$ cat config.mk
export PLATFORM = sky130hd
export DESIGN_NAME = demux
export DESIGN_NICKNAME = d
export VERILOG_FILES = /design/src/rtl/demux.sv
export SDC_FILE = /design/constraint.sdc
export NUM_CORES = 1
export LEC_CHECK = 0
export CORE_MARGIN = 2
export CORE_UTILIZATION = 44
export DETAILED_ROUTE_END_ITERATION = 16
export GPL_ROUTABILITY_DRIVEN = 0
export PLACE_DENSITY = 0.85
export REMOVE_ABC_BUFFERS = 1
export SYNTH_ARGS = -nofsm -noshare
export SYNTH_HDL_FRONTEND = slang
export SYNTH_SLANG_ARGS = --single-unit
$ cat constraint.sdc
create_clock -name clk -period 1.8 [get_ports clk]
set_clock_uncertainty 0.1 [all_clocks]
set_input_delay 0.36 -clock clk [delete_from_list [all_inputs] [get_ports clk]]
set_output_delay 0.36 -clock clk [all_outputs]
set_load 0.02 [all_outputs]
$ cat src/rtl/demux.sv
// Two-destination demux with one-word holding registers per output.
// Ports: clk, reset, in_* (upstream), out_a*/out_b* (downstream), cnt_a/cnt_b.
module demux #(
  parameter int WIDTH = 8
) (
  input  logic             clk,
  input  logic             reset,
  input  logic [WIDTH-1:0] in_data,
  input  logic             in_valid,
  input  logic             sel,
  output logic             in_ready,
  output logic [WIDTH-1:0] out_a,
  output logic             out_a_valid,
  input  logic             out_a_ready,
  output logic [WIDTH-1:0] out_b,
  output logic             out_b_valid,
  input  logic             out_b_ready,
  output logic [7:0]       cnt_a,
  output logic [7:0]       cnt_b
);

  logic [WIDTH-1:0] a_q, a_d;
  logic [WIDTH-1:0] b_q, b_d;
  logic             av_q, av_d;
  logic             bv_q, bv_d;
  logic [7:0]       ca_q, ca_d;
  logic [7:0]       cb_q, cb_d;

  logic acc, ld_a, ld_b, dr_a, dr_b;

  // A slot can take a word if empty or draining this same edge.
  assign in_ready = !reset &&
    (sel ? (!bv_q || out_b_ready)
         : (!av_q || out_a_ready));

  assign acc  = in_valid && in_ready;
  assign ld_a = acc && !sel;
  assign ld_b = acc && sel;
  assign dr_a = av_q && out_a_ready;
  assign dr_b = bv_q && out_b_ready;

  always_comb begin
    a_d  = ld_a ? in_data : a_q;
    b_d  = ld_b ? in_data : b_q;
    // Load wins over drain: keeps valid high with no bubble.
    av_d = ld_a || (av_q && !dr_a);
    bv_d = ld_b || (bv_q && !dr_b);
    ca_d = ca_q + {7'd0, dr_a};
    cb_d = cb_q + {7'd0, dr_b};
  end

  always_ff @(posedge clk) begin
    if (reset) begin
      a_q  <= '0;
      b_q  <= '0;
      av_q <= 1'b0;
      bv_q <= 1'b0;
      ca_q <= 8'd0;
      cb_q <= 8'd0;
    end else begin
      a_q  <= a_d;
      b_q  <= b_d;
      av_q <= av_d;
      bv_q <= bv_d;
      ca_q <= ca_d;
      cb_q <= cb_d;
    end
  end

  assign out_a       = a_q;
  assign out_b       = b_q;
  assign out_a_valid = av_q;
  assign out_b_valid = bv_q;
  assign cnt_a       = ca_q;
  assign cnt_b       = cb_q;

endmodule

# Yosys cells after proc, flatten, opt, wreduce, memory -nomap -nowiden
# Index checks and enable logic that the tools add are counted.
# op_classes
n_reduce_logical,18
n_bitwise,0
shifts,0
div,0
mul,0
order_cmp,0
eq_ne,0
mux,1
add_sub_neg,2
# ops
operator,count
8-bit by 1-bit adder with 8-bit output,2
1-bit logical AND,8
1-bit zero test,6
1-bit logical OR,4
1-bit 2-to-1 mux,1
# word_totals
wordCells,27
memories,0
ramBits,0
rom_bits,0
ff_bits,34
out_inout_bits,35
latch_bits,0
inputBits,14

# Depth between registers and ports, before layout
# Gate-level depths: netlist of run 1.
# logic_depth
word_depth,7
depth_mapped,6
depth_no_buf,6

# Worst setup path after synthesis of run 1
# OpenSTA, ideal clock, no wires.
# synth_timing
path_kind,input-to-output
from,input port reset
to,output port in_ready
cell_stages,4
arrival_time_ps,1313
path_buffers,3
required_time_ps,1340
setup_slack_ps,27
path_cell_list,buf_6 > buf_2 > buf_4 > a211oi_1
# synth_between
elab_chain_cells,2
# synth_rtl
element,line,text
from (decl),7,"input logic reset,"
1-bit zero test,32,assign in_ready = !reset &&
1-bit logical AND,32,
to (decl),11,"output logic in_ready,"
# Every way passes these cells.

# Worst setup path after layout of run 1
# layout_timing
from,"register cb_q[0], in the netlist cnt_b[0]"
to,output port cnt_b[0]
# layout_lines
element,line,text
from (decl),27,"logic [7:0] cb_q, cb_d;"
from (signal assigned),59,cb_q <= 8'd0;
from (signal assigned),66,cb_q <= cb_d;
to (decl),19,output logic [7:0] cnt_b
# No word-level cell between the ends.

==> key figures, run 1 <==
Outcome
  – Status: finished clean

Synthesis
  – Library cells used by synthesis: 26
  – Cells after Synth: 145
  – Flops & latches, synth: 34
  – Register area share after synthesis: 0.471
  – Syn Std Cell Area: 1440 sq um
  – Syn avg cell area: 9.96 sq um
  – Synth Warn #: 0

Floorplanning
  – DIE HEIGHT: 61.3 microns
  – Rows: 20
  – DIE WIDTH: a little over 60 microns
  – Die Area: 3760 sq um
  – Initial core utilization: 0.469
  – Core ar.: 3080 sq um
  – # IOs: 49

Place
  – Placed Area: roughly 2000 sq um
  – # placed instances: 242
  – Buffers on Ports: 48
  – Placement-stage worst setup slack: -0.559 ns
  – Hpwl dp: 2.32 mm

Timing
  – Final setup margin: 0.0581 ns
  – Relative slew slack: 0.829
  – Worst-margin pin slew: 0.256 ns
  – Fmax: 574 MHz
  – Slew Limit Fails: 0
  – WHS: 0.394 ns
  – Fin crit share: 0.968
  – Post-layout minimum cycle time: 1.74 ns
  – Final Hold Fails: 0
  – Final setup vio count: 0
  – Unrepaired setup endpoints after global routing: false

Finish
  – Finished Cell Area: 2130 sq um
  – Layout cell share with drive strength beyond 1: 0.170
  – Final #Nets: 223
  – Leading cell type in the layout, fill and taps excluded: dfxtp_1
  – Layout Utilization: 0.692
  – Diodes inserted: 0
  – Non-filler cells, final: 250
  – Final-layout fill cell count: roughly 260
  – Most frequent cells in the layout: dfxtp_1 (33), dlymetal6s2s_1 (17), clkdlybuf4s50_1 (15), dlygate4sd2_1 (15), a21oi_1 (14)
  – Area grow syn2layout: 47.5%

Clocking
  – Worst skew pair latency: 0.34 ns
  – CTS tree: built
  – Clock tree buffer depth: 2
  – # clock sinks: 34
  – Clock slew at reported path FFs: 0.10 ns
  – Root Driver: clkbuf_4
  – H-tree levels: 2
  – Post-CTS Setup Bufs: 0
  – Total CTS buffers: 5

Drt
  – DRT Wirelength: 3.22 mm
  – WL/cell: between 10 and 15 microns
  – Vias per cell: 5.06
  – Drt pass-1 iters: 4
  – Drc violations: 0
  – Detail Route Antenna Nets: 0
  – Via count: 1264
  – Iter 0 DRT Violations: 70

Worst setup path
  – Crit. Startpoint: cnt_b[0]
  – Buffers and inverters on the worst path: 1
  – Crit-path max FO: 2
  – Crit Path Category: register to primary output
  – Crit-path max cell delay: 0.61 ns
  – Worst EP required: about 1.3 ns
  – Worst Setup End Kind: primary output
  – Crit path DAT: 1.28 ns
  – Critical Path, Cell by Cell: clkdlybuf4s50_1
  – Reg2reg start: out_a_valid
  – Worst setup SP type: register
  – CP max stage cell: clkdlybuf4s50_1
  – Cell family with most CP delay: buffers and inverters

Power and ir drop
  – Peak VDD IR: between 0.0004 and 0.0005 V
  – Pwr Density: roughly 660 nW/um^2
  – Lkg Pwr: 1.16 nW

GRT
  – Overall Global Routing Usage: 0.189
  – First-pass GRT wire length: ~5 mm
  – Largest net degree at the start of global routing: 37
  – Final global-route overflow total: 0
  – Number of global-route vias before repair: between 1000 and 1500
  – Initial antenna violation count: 0

Min path
  – Hold_sp: cnt_b[7]
  – Hold WC Path Type: register to register

Job
  – Max-Cap Viols: 0
## kinds of logic (layout without fill, tap and decap cells)
logic type,count (synthesis),after routing,synth area share
multiplexers,8,8,0.0624
buffers and inverters,8,69,0.0494
adder cells (fa/ha/maj),4,4,0.0347
XOR/XNOR,6,6,0.0364
AND/OR/NAND/NOR,55,55,0.217
AO/OA/AOI/OAI,30,30,0.129
flip-flops,34,34,0.471
## worst paths after layout
kind / endpoint / slack [ns] / cells after the start
min: cnt_b[7] / 0.39 / 2
max: cnt_b[0] / 0.06 / 1
min reg2reg: cnt_b[7] / 0.39 / 2
max reg2reg: cnt_a[6] / 0.13 / 7
## repair_timing
item | CTS | global route
hold buffers | 0 | 0
setup endpoints to repair | 14 | 26
gates resized for setup | 21 | 21
pin swaps | 1 | 0
## report_power, final
| group | total [W] | leakage, nW | internal (W) | switching, W |
|---|---|---|---|---|
| Sequential | 0.000786 | 0.277 | 0.000775 | 0.0000111 |
| Combinational | 0.000187 | 0.851 | 0.000102 | 0.0000850 |
| Clock | 0.000438 | 0.0353 | 0.000189 | 0.000249 |
## Yosys cell counts
cell type	count	area, sq um
a211oi_1	1	7.51
a21oi_1	14	70.1
a21oi_2	1	8.76
a31o_1	8	70.1
and2_1	2	12.5
and3b_1	1	8.76
buf_12	1	20.0
buf_2	2	10.0
buf_4	2	15.0
buf_6	2	22.5
clkbuf_1	1	3.75
dfxtp_1	34	681
ha_1	4	50.1
mux2_2	8	90.1
nand2_1	4	15.0
nand2_2	1	6.26
nand2b_1	10	62.6
nand3_1	6	30.0
nand4_1	2	12.5
nor2_1	9	33.8
nor2b_1	13	81.3
nor3b_2	1	12.5
o21ai_0	6	30.0
or3_1	6	37.5
xnor2_1	2	17.5
xor2_1	4	35.0
## registers in the layout (all words and copies together), names as in the netlist
signal / count
out_a_valid: 1
cnt_b: 8
out_a: 8
out_b_valid: 1
cnt_a: 8
out_b: 8
## final cells by class
type,instances,area (sq um),area share
Clock buffer,7,55.1,0.0259
Clock inverter,1,5.00,0.00235
Multi-Input combinational cell,103,704,0.331
Sequential cell,34,682,0.320
Tap cell,44,55.1,0.0259
Timing Repair Buffer,61,628,0.295
## stage by stage
step / setup TNS, ns / power (W)
2_1_floorplan: 0 / 0.000879
3_3_place_gp: -6.40 / 0.000990
3_5_place_dp: -7.86 / 0.000995
4_1_cts: 0 / 0.00143
5_1_grt: 0 / 0.00148
6_report: 0 / 0.00141
## per-layer routing
metal,GRT usage,wire length [microns],share of wire
met1,0.210,1290,0.40
met2,0.325,1620,0.50
met3,0.0840,261,0.081
met4,0.0559,44,0.014
met5,0,0,0
No activity file was read; power rests on OpenSTA's default activity.
==> run 2, diff against run 1 <==
==> constraint.sdc (replaced) <==
create_clock -name clk -period 2 [get_ports clk]
set_clock_uncertainty 0.1 [all_clocks]
set_input_delay 0.4 -clock clk [delete_from_list [all_inputs] [get_ports clk]]
set_output_delay 0.4 -clock clk [all_outputs]
set_load 0.02 [all_outputs]
==> key figures, run 2 (synthesized netlist as in run 1, its figures left out) <==
Clocking
  – Root Driver: clkbuf_4
  – CTS tree: built
  – Worst skew pair latency: 0.33 ns (about the same)
  – Clock tree buffer depth: 2 (unchanged)
  – H-tree levels: 2 (unchanged)
  – Total CTS buffers: 5 (unchanged)
  – Clock slew at reported path FFs: 0.09 ns (about the same)
  – Post-CTS Setup Bufs: 0 (unchanged)
  – # clock sinks: 34 (unchanged)

Timing
  – Final Hold Fails: 0 (unchanged)
  – WHS: 0.396 ns (+0.00212 ns)
  – Final setup margin: 0.0762 ns (+0.0181 ns)
  – Post-layout minimum cycle time: 1.92 ns
  – Final TNS setup: 0 ns (unchanged)
  – Unrepaired setup endpoints after global routing: false
  – Fin crit share: 0.962
  – Slew Limit Fails: 0 (unchanged)
  – Worst-margin pin slew: 0.333 ns (+0.0776 ns)
  – Relative slew slack: 0.778 (-0.0515)
  – Fmax: 520 MHz
  – Final setup vio count: 0 (unchanged)

Worst setup path
  – Worst EP required: 1.50 ns (+0.16 ns)
  – Crit path DAT: 1.42 ns (+0.14 ns)
  – CP max stage cell: clkdlybuf4s50_1
  – Crit Path Category: register to primary output
  – Crit-path max FO: 6 (+4)
  – Buffers and inverters on the worst path: 1 (unchanged)
  – Critical Path, Cell by Cell: clkdlybuf4s50_1
  – Cell family with most CP delay: buffers and inverters
  – R2R setup slack: 0.43 ns (+0.30 ns)
  – Crit-path max cell delay: 0.65 ns (+0.04 ns)
  – Worst Setup End Kind: primary output
  – Worst setup SP type: register

Floorplanning
  – Rows: 20 (unchanged)
  – DIE WIDTH: 61.3 microns (unchanged)
  – Initial core utilization: 0.469 (unchanged)
  – Die Area: 3760 sq um (unchanged)
  – Core ar.: 3080 sq um (unchanged)
  – DIE HEIGHT: 61.3 microns (unchanged)
  – # IOs: 49 (unchanged)

Drt
  – Drt pass-1 iters: 4 (unchanged)
  – Drc violations: 0 (unchanged)
  – Vias per cell: 4.95 (-2.1%)
  – Via count: 1218 (-3.6%)
  – DRT Wirelength: 3.09 mm (-4.0%)
  – Detail Route Antenna Nets: 0 (unchanged)
  – Iter 0 DRT Violations: 74 (+5.7%)
  – WL/cell: 12.5 microns (-2.5%)

Finish
  – Layout cell share with drive strength beyond 1: 0.139 (-0.0313)
  – Leading cell type in the layout, fill and taps excluded: clkdlybuf4s50_1
  – Layout Utilization: 0.664 (-0.0280)
  – Final #Nets: 220 (-1.3%)
  – Diodes inserted: 0 (unchanged)
  – Most frequent cells in the layout: clkdlybuf4s50_1 (47), dfxtp_1 (34), a21oi_1 (14)
  – Area grow syn2layout: 41.5%
  – Finished Cell Area: 2040 sq um (-4.1%)

GRT
  – Initial antenna violation count: 0 (unchanged)
  – Final global-route overflow total: 0 (unchanged)
  – Number of global-route vias before repair: 1159 (-1.3%)
  – Largest net degree at the start of global routing: 37 (unchanged)
  – First-pass GRT wire length: 5.02 mm (-2.3%)
  – Overall Global Routing Usage: 0.185 (-0.00406)

Min path
  – Hold WC Path Type: register to register

Place
  – Buffers on Ports: 48 (unchanged)
  – Hpwl dp: 2.26 mm (-2.6%)
  – Placed Area: 2000 sq um (-1.7%)
  – Placement-stage worst setup slack: -0.422 ns (+0.137 ns)

Job
  – Max-Cap Viols: 0 (unchanged)

Outcome
  – Status: finished clean

Power and ir drop
  – Peak VDD IR: 0.000444 V (+6.2%)
  – Pwr Density: 593 nW/um^2 (-11%)
  – Lkg Pwr: 0.767 nW (-34%)
==> run 2: worst register-to-register path: stages (launching register included) <==
cell     delay, ns
dfxtp_1       0.36
and2_1        0.13
ha_1          0.17
ha_1          0.18
nand2_1       0.06
or3_1         0.34
a21oi_1       0.15
==> run 2: worst paths after layout <==
path / from / endpoint / cells after the start
max: cnt_b[3] / cnt_b[3] / 1
min: cnt_a[7] / cnt_a[7] / 2
max reg2reg: out_b_valid / cnt_b[6] / 6
min reg2reg: cnt_a[7] / cnt_a[7] / 2
==> run 2: timing repair <==
item                                    4_1_cts  5_1_grt
hold buffers                                  0        0
endpoints found under the setup margin        1        1
pin swaps                                     0        1
resized for setup                             5        2
==> run 2: power breakdown <==
| group | internal, W | total [W] | switching [W] |
|---|---|---|---|
| registers | 0.000697 | 0.000708 | 0.0000103 |
| clock network | 0.000132 | 0.000335 | 0.000203 |
| logic | 0.0000931 | 0.000168 | 0.0000747 |
==> run 2: final cells by class <==
cell class              count  area (sq um)
fillers                   265          1030
multi-input cells         103           697
flip-flops and latches     34           681
repair buffers             58           566
well taps                  44          55.1
clock buffers               7          45.0
==> run 2: routing by layer <==
| metal | part of all wire | routed length, microns | track usage | vias to the layer above |
|---|---|---|---|---|
| met5 | 0 | 0 | 0 | - |
| met4 | 0.0084 | 26 | 0.0373 | 0 |
| met3 | 0.092 | 283 | 0.0987 | 3 |
| met2 | 0.50 | 1550 | 0.319 | 44 |
| met1 | 0.40 | 1230 | 0.202 | 555 |
| li1 | - | - | - | 616 |
==> run 2: per-stage QoR <==
stage / std cells / power, W
2_1_floorplan: 137 / 0.000791
3_3_place_gp: 239 / 0.000887
3_5_place_dp: 239 / 0.000891
4_1_cts: 246 / 0.00122
5_1_grt: 246 / 0.00126
6_report: 246 / 0.00121
